**config.mk**
```make
export PLATFORM = sky130hd
export DESIGN_NAME = imem_uart_loader
export DESIGN_NICKNAME = d
export VERILOG_FILES = /design/src/rtl/imem_uart_loader_pkg.sv /design/src/rtl/imem_uart_loader_uart_rx.sv /design/src/rtl/imem_uart_loader.sv
export SDC_FILE = /design/constraint.sdc
export NUM_CORES = 1
export LEC_CHECK = 0
export BUFFER_PORTS_ARGS = -buffer_cell sky130_fd_sc_hd__buf_4
export CAP_MARGIN = 15
export CORE_MARGIN = 1
export CORE_UTILIZATION = 35
export DETAILED_ROUTE_END_ITERATION = 8
export SYNTH_ARGS = -nofsm -noshare
export SYNTH_HDL_FRONTEND = slang
export SYNTH_SLANG_ARGS = --single-unit
```
**constraint.sdc**
```tcl
create_clock -name clk -period 8.47 [get_ports clk]
set_input_delay 0.847 -clock clk [delete_from_list [all_inputs] [get_ports clk]]
set_output_delay 0.847 -clock clk [all_outputs]
set_load 0.01 [all_outputs]
```
**src/rtl/imem_uart_loader_pkg.sv**
```systemverilog
// Shared types and constants for the UART program loader: FSM encodings,
// UART frame shape and default timing.
package imem_uart_loader_pkg;

    typedef enum logic [1:0] {
        ST_LEN  = 2'd0,
        ST_DATA = 2'd1,
        ST_DONE = 2'd2,
        ST_ERR  = 2'd3
    } state_t;

    typedef enum logic [1:0] {
        RX_IDLE  = 2'd0,
        RX_START = 2'd1,
        RX_DATA  = 2'd2,
        RX_STOP  = 2'd3
    } rx_state_t;

    localparam int UART_DATA_BITS       = 8;
    localparam int UART_STOP_BITS       = 1;
    localparam int DEFAULT_CLKS_PER_BIT = 651;
    localparam int DEFAULT_MEM_WORDS    = 4096;

    // Status outputs implied by a state, packed as {busy, done, error, core_rst_n}
    function automatic logic [3:0] state_flags(input state_t s);
        logic [3:0] f;
        case (s)
            ST_LEN:  f = 4'b1000;
            ST_DATA: f = 4'b1000;
            ST_DONE: f = 4'b0101;
            ST_ERR:  f = 4'b0010;
            default: f = 4'b0010;
        endcase
        return f;
    endfunction

endpackage

```
**src/rtl/imem_uart_loader_uart_rx.sv**
```systemverilog
// 8N1 UART receiver: 2-flop synchronizer, start-bit glitch rejection,
// centre sampling, one-cycle rx_valid / rx_ferr pulses.
module imem_uart_loader_uart_rx
    import imem_uart_loader_pkg::*;
#(
    parameter int CLKS_PER_BIT = DEFAULT_CLKS_PER_BIT
) (
    input  logic       clk,
    input  logic       rst_n,
    input  logic       rx,
    output logic       rx_valid,
    output logic [7:0] rx_byte,
    output logic       rx_ferr
);

    localparam int CNT_W = $clog2(CLKS_PER_BIT);
    localparam logic [CNT_W-1:0] FULL_LAST = CNT_W'(CLKS_PER_BIT - 1);
    localparam logic [CNT_W-1:0] HALF_LAST = CNT_W'(CLKS_PER_BIT / 2 - 1);
    localparam logic [2:0]       LAST_BIT  = 3'(UART_DATA_BITS - 1);

    logic [1:0]       sync_r;
    logic             prev_r;
    rx_state_t        rx_state_r;
    logic [CNT_W-1:0] cnt_r;
    logic [2:0]       bit_r;
    logic [7:0]       shift_r;
    logic             rx_valid_r;
    logic             rx_ferr_r;
    logic [7:0]       rx_byte_r;
    logic             rx_s;

    assign rx_s     = sync_r[1];
    assign rx_valid = rx_valid_r;
    assign rx_ferr  = rx_ferr_r;
    assign rx_byte  = rx_byte_r;

    // Synchronizer, edge detector, bit timer and frame sequencer
    always_ff @(posedge clk) begin
        if (!rst_n) begin
            sync_r     <= 2'b11;
            prev_r     <= 1'b1;
            rx_state_r <= RX_IDLE;
            cnt_r      <= '0;
            bit_r      <= 3'd0;
            shift_r    <= 8'h00;
            rx_valid_r <= 1'b0;
            rx_ferr_r  <= 1'b0;
            rx_byte_r  <= 8'h00;
        end else begin
            sync_r     <= {sync_r[0], rx};
            prev_r     <= rx_s;
            rx_valid_r <= 1'b0;
            rx_ferr_r  <= 1'b0;
            case (rx_state_r)
                RX_IDLE: begin
                    cnt_r <= '0;
                    if (prev_r && !rx_s) begin
                        rx_state_r <= RX_START;
                    end
                end
                RX_START: begin
                    if (cnt_r == HALF_LAST) begin
                        cnt_r      <= '0;
                        bit_r      <= 3'd0;
                        // a start bit that is high again at mid-bit was a glitch
                        rx_state_r <= rx_s ? RX_IDLE : RX_DATA;
                    end else begin
                        cnt_r <= cnt_r + 1'b1;
                    end
                end
                RX_DATA: begin
                    if (cnt_r == FULL_LAST) begin
                        cnt_r   <= '0;
                        shift_r <= {rx_s, shift_r[7:1]};
                        if (bit_r == LAST_BIT) begin
                            rx_state_r <= RX_STOP;
                        end else begin
                            bit_r <= bit_r + 3'd1;
                        end
                    end else begin
                        cnt_r <= cnt_r + 1'b1;
                    end
                end
                RX_STOP: begin
                    if (cnt_r == FULL_LAST) begin
                        cnt_r      <= '0;
                        rx_state_r <= RX_IDLE;
                        if (rx_s) begin
                            rx_valid_r <= 1'b1;
                            rx_byte_r  <= shift_r;
                        end else begin
                            rx_ferr_r <= 1'b1;
                        end
                    end else begin
                        cnt_r <= cnt_r + 1'b1;
                    end
                end
                default: rx_state_r <= RX_IDLE;
            endcase
        end
    end

endmodule

```
**src/rtl/imem_uart_loader.sv**
```systemverilog
// Loads a length-prefixed little-endian word image from UART into BRAM
// port A while holding the core in reset; releases the core when complete.
module imem_uart_loader
    import imem_uart_loader_pkg::*;
#(
    parameter int CLKS_PER_BIT = DEFAULT_CLKS_PER_BIT,
    parameter int MEM_WORDS    = DEFAULT_MEM_WORDS
) (
    input  logic        clk,
    input  logic        rst_n,
    input  logic        rx,
    input  logic        load_req,
    output logic [3:0]  wea,
    output logic [31:0] addra,
    output logic [31:0] dia,
    output logic        core_rst_n,
    output logic        busy,
    output logic        done,
    output logic        error,
    output logic [12:0] words_loaded
);

    localparam logic [31:0] MEM_WORDS_W = 32'(MEM_WORDS);

    logic        rx_valid_s;
    logic        rx_ferr_s;
    logic [7:0]  rx_byte_s;
    logic        accept_s;
    logic        last_byte_s;
    logic        reload_s;
    logic [31:0] full_word_s;

    state_t      state_r;
    logic [1:0]  byte_idx_r;
    logic [23:0] asm_r;
    logic [31:0] count_r;
    logic [12:0] k_r;
    logic [12:0] words_r;
    logic [3:0]  wea_r;
    logic [31:0] addra_r;
    logic [31:0] dia_r;
    logic        busy_r;
    logic        done_r;
    logic        error_r;
    logic        core_rst_n_r;

    imem_uart_loader_uart_rx #(
        .CLKS_PER_BIT(CLKS_PER_BIT)
    ) u_rx (
        .clk      (clk),
        .rst_n    (rst_n),
        .rx       (rx),
        .rx_valid (rx_valid_s),
        .rx_byte  (rx_byte_s),
        .rx_ferr  (rx_ferr_s)
    );

    // Bytes only count while collecting; DONE/ERR discard them
    assign accept_s    = rx_valid_s && ((state_r == ST_LEN) || (state_r == ST_DATA));
    assign last_byte_s = accept_s && (byte_idx_r == 2'd3);
    assign reload_s    = load_req && ((state_r == ST_DONE) || (state_r == ST_ERR));
    assign full_word_s = {rx_byte_s, asm_r};

    assign wea          = wea_r;
    assign addra        = addra_r;
    assign dia          = dia_r;
    assign busy         = busy_r;
    assign done         = done_r;
    assign error        = error_r;
    assign core_rst_n   = core_rst_n_r;
    assign words_loaded = words_r;

    // Little-endian byte assembly into the lower three bytes of a word
    always_ff @(posedge clk) begin
        if (!rst_n) begin
            byte_idx_r <= 2'd0;
            asm_r      <= 24'h000000;
        end else if (reload_s) begin
            byte_idx_r <= 2'd0;
            asm_r      <= 24'h000000;
        end else if (accept_s) begin
            byte_idx_r <= byte_idx_r + 2'd1;
            case (byte_idx_r)
                2'd0:    asm_r[7:0]   <= rx_byte_s;
                2'd1:    asm_r[15:8]  <= rx_byte_s;
                2'd2:    asm_r[23:16] <= rx_byte_s;
                default: asm_r        <= asm_r;
            endcase
        end else begin
            byte_idx_r <= byte_idx_r;
        end
    end

    // Loader FSM with BRAM write port and registered status outputs
    always_ff @(posedge clk) begin
        if (!rst_n) begin
            state_r      <= ST_LEN;
            count_r      <= 32'd0;
            k_r          <= 13'd0;
            words_r      <= 13'd0;
            wea_r        <= 4'b0000;
            addra_r      <= 32'd0;
            dia_r        <= 32'd0;
            {busy_r, done_r, error_r, core_rst_n_r} <= state_flags(ST_LEN);
        end else begin
            wea_r <= 4'b0000;
            case (state_r)
                ST_LEN: begin
                    if (rx_ferr_s) begin
                        state_r <= ST_ERR;
                        {busy_r, done_r, error_r, core_rst_n_r} <= state_flags(ST_ERR);
                    end else if (last_byte_s) begin
                        count_r <= full_word_s;
                        k_r     <= 13'd0;
                        if (full_word_s == 32'd0) begin
                            state_r <= ST_DONE;
                            {busy_r, done_r, error_r, core_rst_n_r} <= state_flags(ST_DONE);
                        end else if (full_word_s > MEM_WORDS_W) begin
                            state_r <= ST_ERR;
                            {busy_r, done_r, error_r, core_rst_n_r} <= state_flags(ST_ERR);
                        end else begin
                            state_r <= ST_DATA;
                        end
                    end else begin
                        state_r <= ST_LEN;
                    end
                end
                ST_DATA: begin
                    if (wea_r != 4'b0000) begin
                        // write cycle just issued: advance, finish after the last word
                        k_r     <= k_r + 13'd1;
                        words_r <= words_r + 13'd1;
                        if ({19'd0, k_r} == count_r - 32'd1) begin
                            state_r <= ST_DONE;
                            {busy_r, done_r, error_r, core_rst_n_r} <= state_flags(ST_DONE);
                        end
                    end else if (rx_ferr_s) begin
                        state_r <= ST_ERR;
                        {busy_r, done_r, error_r, core_rst_n_r} <= state_flags(ST_ERR);
                    end else if (last_byte_s) begin
                        wea_r   <= 4'b1111;
                        addra_r <= {17'd0, k_r, 2'b00};
                        dia_r   <= full_word_s;
                    end else begin
                        state_r <= ST_DATA;
                    end
                end
                ST_DONE, ST_ERR: begin
                    if (load_req) begin
                        state_r <= ST_LEN;
                        count_r <= 32'd0;
                        k_r     <= 13'd0;
                        words_r <= 13'd0;
                        {busy_r, done_r, error_r, core_rst_n_r} <= state_flags(ST_LEN);
                    end else begin
                        state_r <= state_r;
                    end
                end
                default: begin
                    state_r <= ST_ERR;
                    {busy_r, done_r, error_r, core_rst_n_r} <= state_flags(ST_ERR);
                end
            endcase
        end
    end

endmodule

```
==> results of run 1 <==
## final timing paths
path,end,slack (ps),from,cells past startpoint
min reg2reg,u_rx.sync_r[1]$_SDFF_PN1_,450,u_rx.sync_r[0]$_SDFF_PN1_,1
min,u_rx.sync_r[1]$_SDFF_PN1_,450,u_rx.sync_r[0]$_SDFF_PN1_,1
max reg2reg,busy$_SDFFE_PN1P_,5130,count_r[0]$_SDFFE_PN0P_,10
max,busy$_SDFFE_PN1P_,5130,count_r[0]$_SDFFE_PN0P_,10
## registers in the layout, summed over array words and instances, names as in the netlist, 2 cells and up, named ones only
name and count:
u_rx.cnt_r 10, k_r 13, state_r 2, asm_r 24, count_r 32, u_rx.rx_byte 8, dia 32, words_loaded 13
u_rx.bit_r 3, u_rx.sync_r 2, addra 13, byte_idx_r 2, u_rx.shift_r 8
## power groups by stage
stage	clock [mW]	sequential (mW)	combinational (mW)
finish	0.775	0.805	0.0215
global route	0.828	0.805	0.0238
CTS	0.793	0.805	0.0217
detailed placement	0	0.823	0.0217
global placement	0	0.823	0.0216
floorplan	0	0.823	0.0226
## final cells by class
class                           instances  area [µm²]
Clock buffer                           24         492
Multi-Input combinational cell        621        3540
Inverter                               15        56.3
Tap cell                              270         338
Clock inverter                          6        86.3
Sequential cell                       171        3420
Timing Repair Buffer                   78         593
Fill cell                            2071       11800
## kinds of logic after synthesis
family / share of synthesized area, %
buffers and inverters: 5.74
multiplexers: 3.32
AO/OA/AOI/OAI: 13.0
other: 0.0514
adder cells (fa/ha/maj): 2.06
XOR/XNOR: 5.40
AND/OR/NAND/NOR: 23.5
flip-flops: 46.9
## placed cells by master (no fill, tap or decap), types with 2 or more instances in the layout
master / instances
ha_1: 12
o21ai_0: 10
o311a_1: 2
o31ai_1: 2
inv_1: 14
o31a_1: 2
clkinv_2: 2
nand2_1: 150
a22o_1: 29
or3_1: 8
a2111oi_0: 2
clkbuf_8: 4
a22oi_1: 4
xor2_1: 29
a31oi_1: 2
and2_1: 2
nand3b_1: 4
clkbuf_16: 17
dfxtp_1: 171
nor2_1: 85
mux2i_1: 22
nor3_1: 13
bufinv_16: 2
clkbuf_1: 3
xnor2_1: 16
and3_1: 3
nor4_1: 17
nor2b_1: 5
nand2b_1: 9
mux2_2: 2
and4_1: 2
conb_1: 19
a21oi_1: 83
a211oi_1: 2
nor3b_1: 2
nand3_1: 44
or4_1: 3
nand4_1: 15
buf_4: 77
## routing by layer
layer	routed length (µm)	track usage, %
met1	8300	21.9
met2	8180	27.6
met3	804	4.41
met4	211	5.10
met5	0	0
## stage by stage
| stage | area (µm²) | hold slack [ps] | instances | util [%] | worst slack (ps) |
|---|---|---|---|---|---|
| after global routing | 8530 | 472 | 1185 | 41.9 | 4920 |
| after floorplan | 7370 | 386 | 878 | - | 5470 |
| after global placement | 7930 | 443 | 1154 | 39.0 | 5300 |
| final | 8530 | 449 | 1185 | 41.9 | 5130 |
| after detailed placement | 7930 | 447 | 1154 | 39.0 | 5170 |
| after CTS | 8510 | 456 | 1184 | 41.8 | 5140 |
==> flow_summary_export.csv, run 1 <==
group,metric,value,unit
power,ir_drop,132,µV
synth,mappedNetlistArea,7300,µm²
sta,slew_violations,0,
synth,synth.largest_area_cell,"dfxtp_1",
clock_tree,hold_buffers,0,
critical_path,slowest_delay,490,ps
place,io_buffers,69,
route,post_drt_via_cell_ratio,5.00,
power,swShare,20.7,%
job,maxCapViolations,0,
route,first_iter_violations,374,
route,ant_nets,0,
critical_path,critPathArrivalTime,3650,ps
synth,synth.top_cell.area_share,46.9,%
die,die_x,146,µm
clock_tree,clk_pin_slew,70,ps
route,avgRoutedWirePerCell,14.8,µm
route,drt_pass1_iterations,5,
power,switchingPower,0.331,mW
synth,synthTopCellsByCount,"dfxtp_1, nand2_1, nor2_1",
global_routing,grt_max_degree,77,
clock_tree,cts.sinks,171,
route,vias,5924,
critical_path,crit_chain,"inv_1 -> ha_1 -> or4b_1 -> or3b_1 -> or3_1 -> o41ai_1 -> and4_1 -> nand4_2 -> a21boi_2 -> o21ai_0",
global_routing,grt.overflow.total,0,
final_layout,drive_above_1_share,12.7,%
critical_path,cp_slowest_cell,"or4b_1",
synth,yosys-top-cells-area,"dfxtp_1, nand2_1, a21oi_1",
final_layout,num_antenna_cells,0,
synth,ys_dominant_reg_cell,"dfxtp_1",
global_routing,grt_pass1_vias,5573,
route,drt_wl_total,17500,µm
clock_tree,cts-root-buf,"clkbuf_16",
synth,yosys.cell_count.top_type,"dfxtp_1",
synth,ys_ff_latch,171,
final_layout,fin_nets,920,
synth,yosysSeqAreaShare,46.9,%
global_routing,gr-usage-all-layers,16.9,%
synth,yosysWarnings,0,
clock_tree,cts_made_buffers,17,
hold_path,min_path_type,"flip-flop to flip-flop",
place,place_congestion,0.898,
synth,syn_area_per_cell,8.49,µm²
critical_path,setup.worst_path.start_class,"flip-flop",
power,seq_power_share,50.3,%
clock_tree,cts_resized,0,
critical_path,crit_family,"simple AND/OR/NAND/NOR gates",
die,io-pin-count,89,
synth,synthDistinctLibCells,57,
sta,finalCritPeriodShare,39.4,%
clock_tree,cts_setup_buffers,0,
sta,fmax,0.300,GHz
power,fin_total_pwr,1.60,mW
clock_tree,h-tree-depth,4,
die,die_y,146,µm
critical_path,path_buf_inv,1,
global_routing,grt_pass1_wl,28900,µm
power,power.internal,1.27,mW
sta,period_minus_slack,3340,ps
global_routing,antenna_found_initial,0,
power,p_leak,3.27,nW
critical_path,path_class,"flip-flop to flip-flop",
die,num_rows,52,
synth,synth-edff-count,0,
sta,slew_headroom,45.4,%
final_layout,syn2layout_area_growth,16.8,%
clock_tree,clk_latency,430,ps
sta,rsz0062_at_grt,"no",
die,core_area,20400,µm²
sta,worstMarginPinSlew,819,ps
sta,setup_violations,0,
power,p_clk_share,48.4,%
sta,finalSetupTns,0,ps
place,dp_hpwl,11900,µm
synth,ys_async_sr_fraction,0,%
route,drc,0,
power,p_per_area,188,nW/µm²
critical_path,cp.required,8780,ps
clock_tree,clockBufferDepth,2,
die,initial_core_util,35.9,%
status,outcome,"finished, final reports clean",
power,combinationalPowerShare,1.3,%
synth,synth_cells,860,
critical_path,critPathMaxFanout,9,
critical_path,cp-end-kind,"flip-flop",
clock_tree,cts_tree,"yes",
sta,hold_viol,0,
die,die_area,21400,µm²
sta,skew,7.02,ps
No activity file was read; power rests on OpenSTA's default activity.
==> run 2: changes to the inputs <==
--- a/config.mk
+++ b/config.mk
@@ -5,6 +5,7 @@
 export SDC_FILE = /design/constraint.sdc
 export NUM_CORES = 1
 export LEC_CHECK = 0
+export ABC_AREA = 1
 export BUFFER_PORTS_ARGS = -buffer_cell sky130_fd_sc_hd__buf_4
 export CAP_MARGIN = 15
 export CORE_MARGIN = 1
==> constraint.sdc (replaced) <==
create_clock -name clk -period 3.4 [get_ports clk]
set_input_delay 0.34 -clock clk [delete_from_list [all_inputs] [get_ports clk]]
set_output_delay 0.34 -clock clk [all_outputs]
set_load 0.01 [all_outputs]
==> run 2 against run 1 <==
Effect of this change:
- global-route usage increased by 1.4 points
- critical endpoint is now dia[26]$_SDFFE_PN0P_
- routed wire length increased by 24%
- combinational power grew to 4.3 times the previous value
- sequential share of layout area is 3.8 points lower
- power rose to 2.6 times the previous value
- largest power group is now clock
==> flow_summary_export.csv, run 2 <==
group,metric,value,unit
status,outcome,"finished, final reports clean",
final_layout,fin_nets,1183,
place,dp_hpwl,15800,µm
synth,ys_async_sr_fraction,0,%
place,place_congestion,0.900,
die,io-pin-count,89,
place,dpl_cell_area,8800,µm²
clock_tree,cts-root-buf,"clkbuf_16",
synth,synthDistinctLibCells,46,
final_layout,final_common_cell,"dfxtp_1",
critical_path,setup.worst_path.start_class,"flip-flop",
critical_path,path_class,"flip-flop to flip-flop",
final_layout,layout_common_cells,"dfxtp_1, nand2_1, nor2_1",
route,ant_nets,0,
clock_tree,hold_buffers,0,
clock_tree,cts_made_buffers,17,
route,vias,7237,
critical_path,crit_chain,"nor2_8 -> nor2_8 -> nand2_2 -> nor2_1 -> inv_1 -> nor2_4 -> buf_4 -> inv_1 -> nor2_1 -> nor2_1",
global_routing,grt_pass1_wl,34600,µm
route,drt_wl_total,21600,µm
place,io_buffers,69,
sta,rsz0062_at_grt,"no",
synth,synth.top_cell.area_share,42.1,%
place,place_ws,839,ps
sta,finalCritPeriodShare,75.3,%
sta,setup_violations,0,
clock_tree,clockBufferDepth,2,
sta,worstMarginPinSlew,850,ps
clock_tree,cts_tree,"yes",
clock_tree,cts_setup_buffers,0,
final_layout,final_cell_area,9420,µm²
critical_path,crit_top_cell,"nor2_1",
critical_path,path_buf_inv,3,
power,fin_total_pwr,4.16,mW
final_layout,syn2layout_area_growth,15.7,%
critical_path,startpoint,"state_r[1]$_SDFFE_PN0P_",
die,initial_core_util,35.8,%
synth,yosysWarnings,0,
final_layout,final-seq-area,3420,µm²
synth,syn_area_per_cell,7.29,µm²
route,avgRoutedWirePerCell,14.8,µm
final_layout,stdcell_count,1465,
critical_path,critPathMaxFanout,43,
route,post_drt_via_cell_ratio,4.94,
power,p_leak,4.12,nW
global_routing,grt.overflow.total,0,
die,die_area,23900,µm²
route,drt_pass1_iterations,5,
critical_path,cp.required,3730,ps
die,die_y,155,µm
final_layout,multi_input_comb_area,3930,µm²
synth,ys_dominant_reg_cell,"dfxtp_1",
critical_path,cp-end-kind,"flip-flop",
synth,ys_ff_latch,171,
synth,synth_cells,1116,
job,maxCapViolations,0,
critical_path,crit_family,"simple AND/OR/NAND/NOR gates",
sta,hold_viol,0,
sta,hold_ws,96.9,ps
synth,synth-edff-count,0,
clock_tree,cts_resized,0,
sta,slew_headroom,43.3,%
die,die_x,155,µm
clock_tree,clk_latency,430,ps
route,first_iter_violations,501,
sta,slew_violations,0,
clock_tree,h-tree-depth,4,
critical_path,r2r-start,"state_r[1]$_SDFFE_PN0P_",
final_layout,fillers,2336,
sta,finalSetupTns,0,ps
die,core_area,22700,µm²
critical_path,slowest_delay,830,ps
place,dp.cells,1433,
global_routing,grt_pass1_vias,6531,
sta,fmax,0.391,GHz
sta,setup_slack,841,ps
global_routing,grt_max_degree,97,
route,drc,0,
sta,period_minus_slack,2560,ps
synth,yosys.cell_count.top_type,"dfxtp_1",
power,p_per_area,442,nW/µm²
synth,synthTopCellsByCount,"dfxtp_1, nand2_1, nor2_1",
synth,yosys-top-cells-area,"dfxtp_1, o21ai_0, nand2_1",
synth,synth.largest_area_cell,"dfxtp_1",
global_routing,antenna_found_initial,0,
final_layout,num_antenna_cells,0,
synth,yosysSeqAreaShare,42.1,%
final_layout,final_util,41.5,%
clock_tree,clk_pin_slew,70,ps
clock_tree,cts.sinks,171,
critical_path,cp_slowest_cell,"dfxtp_1",
synth,mappedNetlistArea,8140,µm²
die,num_rows,55,
hold_path,hp-start,"rx",
power,ir_drop,333,µV
global_routing,gr-usage-all-layers,18.4,%
final_layout,drive_above_1_share,14.0,%
critical_path,critPathArrivalTime,2880,ps
sta,skew,9.73,ps
hold_path,min_path_type,"input pin to flip-flop",
==> run 2: kinds of logic after synthesis <==
| family | after synthesis | synth area share (%) |
|---|---|---|
| other | 1 | 0.0461 |
| adders and majority gates | 12 | 1.84 |
| AOI/OAI and AO/OA | 257 | 16.4 |
| buffers and inverters | 201 | 10.6 |
| and+or+nand+nor | 459 | 27.5 |
| xor gates and xnor gates | 15 | 1.61 |
| DFF | 171 | 42.1 |
==> run 2: power breakdown <==
part | leakage (nW) | total [mW] | internal (mW) | switching (mW)
clock | 0.310 | 2.06 | 1.20 | 0.862
combinational | 2.44 | 0.0916 | 0.0211 | 0.0705
sequential | 1.38 | 2.01 | 2.01 | 0.00384
total | 4.12 | 4.16 | 3.22 | 0.937
==> run 2: final timing paths <==
path | end | slack [ps] | depth (start not counted)
setup / recovery | dia[26]$_SDFFE_PN0P_ | 840 | 10
hold / removal | u_rx.sync_r[0]$_SDFF_PN1_ | 100 | 2
setup reg to reg | dia[26]$_SDFFE_PN0P_ | 840 | 10
hold reg to reg | u_rx.sync_r[1]$_SDFF_PN1_ | 430 | 1
==> run 2: worst reg2reg max path: stages (launching register included) <==
cell     delay [ps]
dfxtp_1         830
nor2_8          110
nor2_8          180
nand2_2         100
nor2_1          110
inv_1            90
nor2_4           90
buf_4           340
inv_1           350
nor2_1          200
nor2_1           70
==> run 2: final cells by class <==
class	count	share of cell area (%)
timing repair buffer	76	6.06
multi-input combinational	762	41.7
tap	285	3.78
inverter	139	5.56
sequential	171	36.3
clock buffer	18	4.66
clock inverter	14	1.91
==> run 2: metal layers <==
metal  track usage, %  share of wire, %  vias to the layer above
li1                 -                 -                     3727
met1             24.7                48                     3335
met2             29.6                47                      150
met3             3.19               4.2                       25
met4             6.41               1.7                        0
met5                0                 0                        -
